===== config.mk =====
export PLATFORM = sky130hd
export DESIGN_NAME = video_mem_sched
export DESIGN_NICKNAME = d
export VERILOG_FILES = /design/src/rtl/video_mem_pkg.sv /design/src/rtl/dma_addr_ctr.sv /design/src/rtl/video_mem_sched.sv
export SDC_FILE = /design/constraint.sdc
export NUM_CORES = 1
export LEC_CHECK = 0
export ABC_AREA = 1
export ABC_CLOCK_PERIOD_IN_PS = 2300
export CAP_MARGIN = 20
export CORE_UTILIZATION = 30
export DETAILED_ROUTE_END_ITERATION = 8
export PLACE_DENSITY = 0.55
export SYNTH_ARGS = -nofsm -noshare
export SYNTH_HDL_FRONTEND = slang
export SYNTH_SLANG_ARGS = --single-unit

===== constraint.sdc =====
create_clock -name clk -period 2.3 [get_ports clk]
set_input_delay 0.69 -clock clk [delete_from_list [all_inputs] [get_ports clk]]
set_output_delay 0.69 -clock clk [all_outputs]
set_load 0.05 [all_outputs]

===== src/rtl/video_mem_pkg.sv =====
// Shared definitions for the video frame-buffer memory scheduler.
//   - sched_state_t : bus scheduler states
//   - BURST, FRAME_WORDS, CNT_W : default sizing
//   - BASE0, BASE1 : word addresses of the two frame buffers
//   - buf_base()   : maps a buffer select bit to its base address
package video_mem_pkg;

    localparam int unsigned BURST       = 16;
    localparam int unsigned FRAME_WORDS = 76800;
    localparam int unsigned CNT_W       = 8;
    localparam logic [31:0] BASE0       = 32'h0000_0000;
    localparam logic [31:0] BASE1       = 32'h0002_0000;

    typedef enum logic [1:0] {
        IDLE     = 2'd0,
        RD_BURST = 2'd1,
        WR_BURST = 2'd2
    } sched_state_t;

    function automatic logic [31:0] buf_base(input logic sel);
        logic [31:0] base;
        if (sel) begin
            base = BASE1;
        end else begin
            base = BASE0;
        end
        return base;
    endfunction

endpackage


===== src/rtl/dma_addr_ctr.sv =====
// Word-offset counter for one DMA channel.
//   clk, nRST : clock, asynchronous active-low reset
//   clr       : restart the frame at offset 0 (wins over adv)
//   adv       : one word transferred (acked) this cycle
//   off       : current word offset inside the frame
//   wrap      : adv on the last word of the frame (offset returns to 0)
//   last      : adv on the last word of a burst
// Bursts always start on a BURST boundary, so the burst-last flag is just
// the low offset bits being all ones.
module dma_addr_ctr #(
    parameter int unsigned FRAME_WORDS = 76800,
    parameter int unsigned BURST       = 16,
    parameter int unsigned OFF_W       = $clog2(FRAME_WORDS)
) (
    input  logic             clk,
    input  logic             nRST,
    input  logic             clr,
    input  logic             adv,
    output logic [OFF_W-1:0] off,
    output logic             wrap,
    output logic             last
);

    localparam int unsigned LB = $clog2(BURST);
    localparam logic [OFF_W-1:0] OFF_LAST = OFF_W'(FRAME_WORDS - 1);

    logic [OFF_W-1:0] off_q;
    logic [OFF_W-1:0] off_d;
    logic             at_end_s;

    assign at_end_s = (off_q == OFF_LAST);

    // Next offset: clear, advance with wrap, or hold.
    always_comb begin
        off_d = off_q;
        if (clr) begin
            off_d = '0;
        end else if (adv) begin
            if (at_end_s) begin
                off_d = '0;
            end else begin
                off_d = off_q + {{(OFF_W-1){1'b0}}, 1'b1};
            end
        end else begin
            off_d = off_q;
        end
    end

    // Offset register.
    always_ff @(posedge clk or negedge nRST) begin
        if (!nRST) begin
            off_q <= '0;
        end else begin
            off_q <= off_d;
        end
    end

    assign off  = off_q;
    assign wrap = adv && !clr && at_end_s;
    assign last = adv && !clr && (&off_q[LB-1:0]);

endmodule


===== src/rtl/video_mem_sched.sv =====
// Double-buffered frame-buffer bus scheduler for a camera-in / video-out pipe.
//   clk, nRST       : clock, asynchronous active-low reset
//   in_sof          : camera start-of-frame pulse
//   in_fifo_count   : words waiting in the input FIFO
//   in_fifo_rd      : input FIFO pop (= m_ack during a write burst)
//   out_fifo_space  : free words in the output FIFO
//   out_fifo_wr     : output FIFO push (= m_ack during a read burst)
//   m_cyc/m_stb/m_we/m_adr/m_ack : memory bus, fixed-length bursts
//   rd_buf          : buffer currently displayed
//   frame_drop      : pulse when an incomplete IN frame is abandoned
module video_mem_sched #(
    parameter int unsigned BURST       = video_mem_pkg::BURST,
    parameter int unsigned FRAME_WORDS = video_mem_pkg::FRAME_WORDS,
    parameter int unsigned CNT_W       = video_mem_pkg::CNT_W
) (
    input  logic             clk,
    input  logic             nRST,
    input  logic             in_sof,
    input  logic [CNT_W-1:0] in_fifo_count,
    output logic             in_fifo_rd,
    input  logic [CNT_W-1:0] out_fifo_space,
    output logic             out_fifo_wr,
    output logic             m_cyc,
    output logic             m_stb,
    output logic             m_we,
    output logic [31:0]      m_adr,
    input  logic             m_ack,
    output logic             rd_buf,
    output logic             frame_drop
);

    import video_mem_pkg::*;

    localparam int unsigned OFF_W = $clog2(FRAME_WORDS);
    localparam logic [CNT_W-1:0] BURST_LVL = CNT_W'(BURST);

    sched_state_t state_q, state_d;
    logic rd_buf_q, rd_buf_d;
    logic wr_buf_q, wr_buf_d;
    logic done_valid_q, done_valid_d;
    logic have_frame_q, have_frame_d;
    logic wr_active_q, wr_active_d;
    logic last_out_q, last_out_d;       // 1: OUT had the last grant
    logic sof_pend_q, sof_pend_d;       // in_sof seen during a write burst
    logic rd_new_frame_q, rd_new_frame_d;
    logic frame_drop_q, frame_drop_d;

    logic             rd_elig_s, wr_elig_s, sof_apply_s, wr_clr_s;
    logic             rd_adv_s, wr_adv_s;
    logic [OFF_W-1:0] rd_off_s, wr_off_s;
    logic             rd_wrap_s, rd_last_s, wr_wrap_s, wr_last_s;

    assign rd_adv_s = (state_q == RD_BURST) && m_ack;
    assign wr_adv_s = (state_q == WR_BURST) && m_ack;

    dma_addr_ctr #(.FRAME_WORDS(FRAME_WORDS), .BURST(BURST), .OFF_W(OFF_W)) u_rd_ctr (
        .clk(clk), .nRST(nRST), .clr(1'b0), .adv(rd_adv_s),
        .off(rd_off_s), .wrap(rd_wrap_s), .last(rd_last_s)
    );

    dma_addr_ctr #(.FRAME_WORDS(FRAME_WORDS), .BURST(BURST), .OFF_W(OFF_W)) u_wr_ctr (
        .clk(clk), .nRST(nRST), .clr(wr_clr_s), .adv(wr_adv_s),
        .off(wr_off_s), .wrap(wr_wrap_s), .last(wr_last_s)
    );

    assign rd_elig_s = have_frame_q && (out_fifo_space >= BURST_LVL);
    assign wr_elig_s = wr_active_q && (in_fifo_count >= BURST_LVL);

    // Scheduler next state, buffer ownership and writer/reader frame control.
    always_comb begin
        state_d        = state_q;
        rd_buf_d       = rd_buf_q;
        wr_buf_d       = wr_buf_q;
        done_valid_d   = done_valid_q;
        have_frame_d   = have_frame_q;
        wr_active_d    = wr_active_q;
        last_out_d     = last_out_q;
        sof_pend_d     = sof_pend_q;
        rd_new_frame_d = rd_new_frame_q;
        frame_drop_d   = 1'b0;
        sof_apply_s    = 1'b0;
        wr_clr_s       = 1'b0;

        case (state_q)
            IDLE: begin
                sof_apply_s = in_sof || sof_pend_q;
                sof_pend_d  = 1'b0;
                // OUT wins unless IN is also eligible and OUT had the last turn.
                if (rd_elig_s && (!wr_elig_s || !last_out_q)) begin
                    state_d        = RD_BURST;
                    last_out_d     = 1'b1;
                    rd_new_frame_d = 1'b0;
                    if (rd_new_frame_q && done_valid_q) begin
                        rd_buf_d     = wr_buf_q;
                        done_valid_d = 1'b0;
                        have_frame_d = 1'b1;
                    end else begin
                        rd_buf_d = rd_buf_q;
                    end
                end else if (wr_elig_s) begin
                    state_d    = WR_BURST;
                    last_out_d = 1'b0;
                end else begin
                    state_d = IDLE;
                end
            end
            RD_BURST: begin
                sof_apply_s = in_sof;
                if (rd_wrap_s) begin
                    rd_new_frame_d = 1'b1;
                end else begin
                    rd_new_frame_d = rd_new_frame_q;
                end
                if (rd_last_s) begin
                    state_d = IDLE;
                end else begin
                    state_d = RD_BURST;
                end
            end
            WR_BURST: begin
                // The write counter is busy; defer the restart to IDLE.
                if (in_sof) begin
                    sof_pend_d = 1'b1;
                end else begin
                    sof_pend_d = sof_pend_q;
                end
                if (wr_wrap_s) begin
                    done_valid_d = 1'b1;
                    wr_active_d  = 1'b0;
                    have_frame_d = 1'b1;
                end else begin
                    done_valid_d = done_valid_q;
                end
                if (wr_last_s) begin
                    state_d = IDLE;
                end else begin
                    state_d = WR_BURST;
                end
            end
            default: begin
                state_d = IDLE;
            end
        endcase

        // Start-of-frame is applied last so it overrides a same-cycle wrap,
        // and targets the buffer opposite the one the reader will show next.
        if (sof_apply_s) begin
            frame_drop_d = (wr_off_s != '0);
            wr_buf_d     = ~rd_buf_d;
            wr_clr_s     = 1'b1;
            done_valid_d = 1'b0;
            wr_active_d  = 1'b1;
        end else begin
            wr_clr_s = 1'b0;
        end
    end

    // Scheduler and frame-control registers.
    always_ff @(posedge clk or negedge nRST) begin
        if (!nRST) begin
            state_q        <= IDLE;
            rd_buf_q       <= 1'b0;
            wr_buf_q       <= 1'b1;
            done_valid_q   <= 1'b0;
            have_frame_q   <= 1'b0;
            wr_active_q    <= 1'b0;
            last_out_q     <= 1'b0;
            sof_pend_q     <= 1'b0;
            rd_new_frame_q <= 1'b1;
            frame_drop_q   <= 1'b0;
        end else begin
            state_q        <= state_d;
            rd_buf_q       <= rd_buf_d;
            wr_buf_q       <= wr_buf_d;
            done_valid_q   <= done_valid_d;
            have_frame_q   <= have_frame_d;
            wr_active_q    <= wr_active_d;
            last_out_q     <= last_out_d;
            sof_pend_q     <= sof_pend_d;
            rd_new_frame_q <= rd_new_frame_d;
            frame_drop_q   <= frame_drop_d;
        end
    end

    // Bus outputs follow the state register directly.
    always_comb begin
        m_cyc = 1'b0;
        m_stb = 1'b0;
        m_we  = 1'b0;
        m_adr = 32'h0000_0000;
        case (state_q)
            RD_BURST: begin
                m_cyc = 1'b1;
                m_stb = 1'b1;
                m_adr = buf_base(rd_buf_q) + 32'(rd_off_s);
            end
            WR_BURST: begin
                m_cyc = 1'b1;
                m_stb = 1'b1;
                m_we  = 1'b1;
                m_adr = buf_base(wr_buf_q) + 32'(wr_off_s);
            end
            default: begin
                m_adr = 32'h0000_0000;
            end
        endcase
    end

    assign in_fifo_rd  = wr_adv_s;
    assign out_fifo_wr = rd_adv_s;
    assign rd_buf      = rd_buf_q;
    assign frame_drop  = frame_drop_q;

endmodule


Word-level counts from Yosys, hierarchy flattened. Cells that the tools add are included.

Flip-flop bits (word level): 45. Latch bits: 0. RAM bits: 0. Memory bits (read-only): 0. Word-level logic and storage cells: 105. Memories kept: 0.

Add/sub/neg operators: 4. Multiply operators: 0. Divide/modulo/power cells: 0. $lt $le $gt $ge: 2. Equality and inequality tests: 12. Shifts and indexed selects: 0. Muxes and demuxes: 40. Bitwise operators: 1. Reduce and logical (&&, ||, !) cells: 34.

Operators by type and width (count): $mux W17 (4); $add A32 B17 Y32 (2); $mux W32 (2); $pmux W32 S2 (1); $mux W18 (2); $add A17 B1 Y17 const B (2); $eq A17 B17 Y1 const B (2); $mux W1 (22); $reduce_bool A17 Y1 (1); $ge A8 B5 Y1 const B (2); $reduce_and A4 Y1 (4); $reduce_bool A2 Y1 (6); $logic_and A1 B1 Y1 (11); $pmux W1 S2 (5); $ne A2 B2 Y1 const B (4); $mux W2 (3); $ne A3 B3 Y1 const B (2); $pmux W2 S3 (1); $reduce_and A2 Y1 (3); $logic_not A1 Y1 (3); $ne A3 B2 Y1 const B (1); $reduce_and A3 Y1 (1); $reduce_bool A3 Y1 (1); $eq A2 B1 Y1 const B (1); 6 further kinds (7).

Longest topological paths before layout. Gate-level depths: netlist of run 1.

Word-level depth: 9. Depth in mapped cells: 11. Depth with buffers taken out: 10.

Hierarchy. Synthesis of run 1 repeated with hierarchy kept, for this count alone.

Cell total of the unflattened synthesis: 501. Area total of the unflattened synthesis: 3281.9 um^2.

By module, submodules not included: dma_addr_ctr (instances 2, cells an instance 167, area each 1106.1 um^2, sequential area each 425.4 um^2); video_mem_sched (instances 1, cells an instance 167, area each 1069.8 um^2, sequential area each 277.8 um^2).

Least setup slack after synthesis of run 1. OpenSTA, ideal clock, no wires.

Path kind: flip-flop to output port. From: register state_q[1]. To: output m_adr[13]. Data arrival time: 2.341 ns. Required time: 1.610 ns. Slack: -0.731 ns. Stages on the path, launching flop included: 6. Path buffers: 1. Path through: dfrtp_1 > inv_1 > ha_1 > clkinv_1 > clkbuf_1 > a21oi_1.

Cells in the longest elaborated chain, start to end: 2. Elaborated cells between the ends (all ways): 3. Those cells by class: eq/ne (2); mux (1).

RTL lines: from (decl) (RTL line video_mem_sched.sv:37) `sched_state_t state_q, state_d;`; from (signal assigned) (RTL line video_mem_sched.sv:172) `state_q <= state_d;`; $eq A2 B2 Y1 / $eq A2 B1 Y1 (equally long branches) (RTL line video_mem_sched.sv:191) `case (state_q)`; $pmux W32 S2 (*) (RTL line video_mem_sched.sv:191); to (decl) (RTL line video_mem_sched.sv:26) `output logic [31:0] m_adr,`.

Every way passes the cells marked *; elsewhere a longest branch is shown, timed or not.

Worst setup path in the final report of run 1.
From: register state_q[0]. To: output m_adr[13].

The elaborated chain is that of the path after synthesis.

==> results of run 1 <==
-- cells in the final DEF (no fill, tap or decap), drive strengths merged, types with 12 or more instances in the layout --
master / n
nor2: 36
conb: 14
nand4: 12
nand3: 31
buf: 47
dfrtp: 43
nand2: 114
o21ai: 20
a21oi: 32
inv: 60
-- final timing paths --
path                         startpoint               to  slack (ns)  cells after the start
max in group asynchronous          nRST   rd_new_frame_q        1.61                      2
max                          state_q[0]        m_adr[13]       -0.06                      6
min in group clk           have_frame_q     have_frame_q        0.46                      2
min                                nRST  u_wr_ctr.off[5]        0.35                      2
max reg2reg                  state_q[0]  u_rd_ctr.off[9]        0.35                     11
min reg2reg                have_frame_q     have_frame_q        0.46                      2
-- flip-flops by register name, indices dropped and copies added, names as in the netlist --
signal	count
u_rd_ctr.off	17
u_wr_ctr.off	17
state_q	2
done_valid_q	1
frame_drop	1
have_frame_q	1
last_out_q	1
rd_buf	1
rd_new_frame_q	1
sof_pend_q	1
wr_active_q	1
wr_buf_q	1
-- layer usage --
metal  GRT usage (%)  vias to the layer above  routed length, microns
met5               0                        -                       0
met4           6.392                        0                     197
met3           3.226                       13                     448
met2           29.79                       91                    4170
met1           25.42                     1392                    4256
li1                -                     1448                       -
-- area by class of cell --
| class | instances | share of cell area [%] |
|---|---|---|
| multi-input combinational | 306 | 42.02 |
| sequential | 45 | 25.65 |
| timing repair buffer | 59 | 19.08 |
| inverter | 62 | 5.914 |
| tap | 133 | 3.782 |
| clock buffer | 6 | 1.649 |
| timing repair inverter | 3 | 1.109 |
| clock inverter | 2 | 0.7961 |
-- worst max-delay path, stage by stage, from the launching register on --
cell	delay, ns
dfrtp_1	0.40
inv_2	0.09
ha_4	0.30
buf_12	0.16
clkinv_8	0.08
a21oi_4	0.16
buf_12	0.15
-- report_power, final --
group	internal (mW)	switching (mW)
clock network	0.323	0.302
logic	1.26	1.86
registers	0.890	0.100
-- logic make-up after synthesis --
family	after synthesis	share of synthesized area, %
DFF	45	36.74
AOI/OAI and AO/OA	64	12.26
adders and majority gates	8	3.259
and+or+nand+nor	209	31.69
buffers and inverters	85	12.79
other	1	0.1221
xor gates and xnor gates	11	3.137
-- what timing repair did --
| item | in CTS | in global routing |
|---|---|---|
| resized for setup | 11 | 6 |
| pin swaps | 8 | 6 |
| setup endpoints to repair | 20 | 20 |
| setup buffers | 8 | 1 |
| cloned | 4 | 0 |
==> results_dict.tcl, run 1 <==
set metrics [dict create \
    synthTopCellsByCount "nand2_1 (109), inv_1 (52), dfrtp_1 (43)" \
    synthToLayoutAreaGrowth_pct 43.26 \
    yosysSeqAreaShare_pct 36.74 \
    fin_crit_sh_pct 102.5 \
    synth_edf_count 0 \
    cp-end-kind "output pin" \
    cts.sinks 45 \
    finalHoldViolations 0 \
    worst_hold_slack_ns 0.3522 \
    dpl_cell_area_sq_um 4064 \
    wl_mm 9.072 \
    diodes 0 \
    rsz0062_at_grt "yes" \
    yosys.area.top_type "dfrtp_1" \
    place_congestion 0.9000 \
    max-clock-path-buffers 2 \
    drt-pass1-iter-count 6 \
    pin_count 59 \
    hpwl_mm 6.463 \
    multi_input_area_sq_um 1849 \
    portBuffers 36 \
    std_cell_rows 36 \
    postLayoutCoreUtil_pct 44.61 \
    pre_cts_ws_ns -0.07122 \
    htreeDepth 2 \
    setup_tns_ns -0.4383 \
    cp.arrival_ns 1.67 \
    cts-root-buf "clkbuf_8" \
    drt_iter0_drc 183 \
    vias_per_cell 4.779 \
    grt_pass1_wl_mm 14.70 \
    vias 2944 \
    ys_types 40 \
    placed_cells 595 \
    grtUsageTotal_pct 18.61 \
    drc 0 \
    drive_gt1_share_pct 24.64 \
    power_mw 4.732 \
    numCtsBuffers 5 \
    synthTopCellsByArea "dfrtp_1 (35%), nand2_1 (13%), inv_1 (6.4%)" \
    required_ns 1.61 \
    synth_flop_cell "dfrtp_1" \
    synthDominantCellAreaShare_pct 35.03 \
    worst_slack_ns -0.05775 \
    fp.dieW_microns 103.2 \
    skew_ns 0.01271 \
    setup_viol 18 \
    max_cap_viol_count 0 \
    synth.most_common_cell "nand2_1" \
    netlist_area_sq_um 3072 \
    core_area_sq_um 9864 \
    syn_avg_cell_area_sq_um 7.262 \
    grt_max_degree 25 \
    status "finished, violations left" \
    fillers 979 \
    gr-total-overflow 0 \
    start_kind "register" \
    max_freq_mhz 424.1 \
    critPathKind "register to output pin" \
    slew_violations 0 \
    cts_hold_buf 0 \
    path_max_fanout 4 \
    antenna_found_initial 0 \
    failed_checks "setup timing" \
    yosys_warnings 0 \
    ant_nets 0 \
    first_global_vias 2894 \
    syn_inst 423 \
    p_leak_nw 1.871 \
    insertion_delay_ns 0.32 \
    min_period_ns 2.358 \
    synthArstFlopShare_pct 100.0 \
    initial_utilization_pct 31.14 \
    vdd_ir_drop_max_uv 689.4 \
    ys_seq_elements 45 \
    min_path_type "input pin to async pin" \
    fin_nets 510 \
    power.density_nw_per_um2 1075 \
    die_h_microns 103.2 \
    dieArea_sq_um 10650 \
    fin_area_sq_um 4400 \
    layoutNonFillerInstCount 616 \
    wl_per_cell_microns 14.73 \
    seqCellArea_sq_um 1129 \
    path_clk_slew_ns 0.10 \
    cts_tree "yes" \
]
Power figures use the tool's default switching activity.
==> inputs of run 2 (changes only) <==
--- a/config.mk
+++ b/config.mk
@@ -10,6 +10,7 @@
 export CAP_MARGIN = 20
 export CORE_UTILIZATION = 30
 export DETAILED_ROUTE_END_ITERATION = 8
+export HOLD_SLACK_MARGIN = 0.1
 export PLACE_DENSITY = 0.55
 export SYNTH_ARGS = -nofsm -noshare
 export SYNTH_HDL_FRONTEND = slang
==> results of run 2 <==
The final DEF is identical to that of run 1; final timing and power are the same.
==> inputs of run 3 (changes only) <==
--- a/config.mk
+++ b/config.mk
@@ -12,6 +12,7 @@
 export DETAILED_ROUTE_END_ITERATION = 8
 export HOLD_SLACK_MARGIN = 0.1
 export PLACE_DENSITY = 0.55
+export SLEW_MARGIN = 5
 export SYNTH_ARGS = -nofsm -noshare
 export SYNTH_HDL_FRONTEND = slang
 export SYNTH_SLANG_ARGS = --single-unit
==> results of run 3 <==
The final DEF is identical to that of run 1; final timing and power are the same.
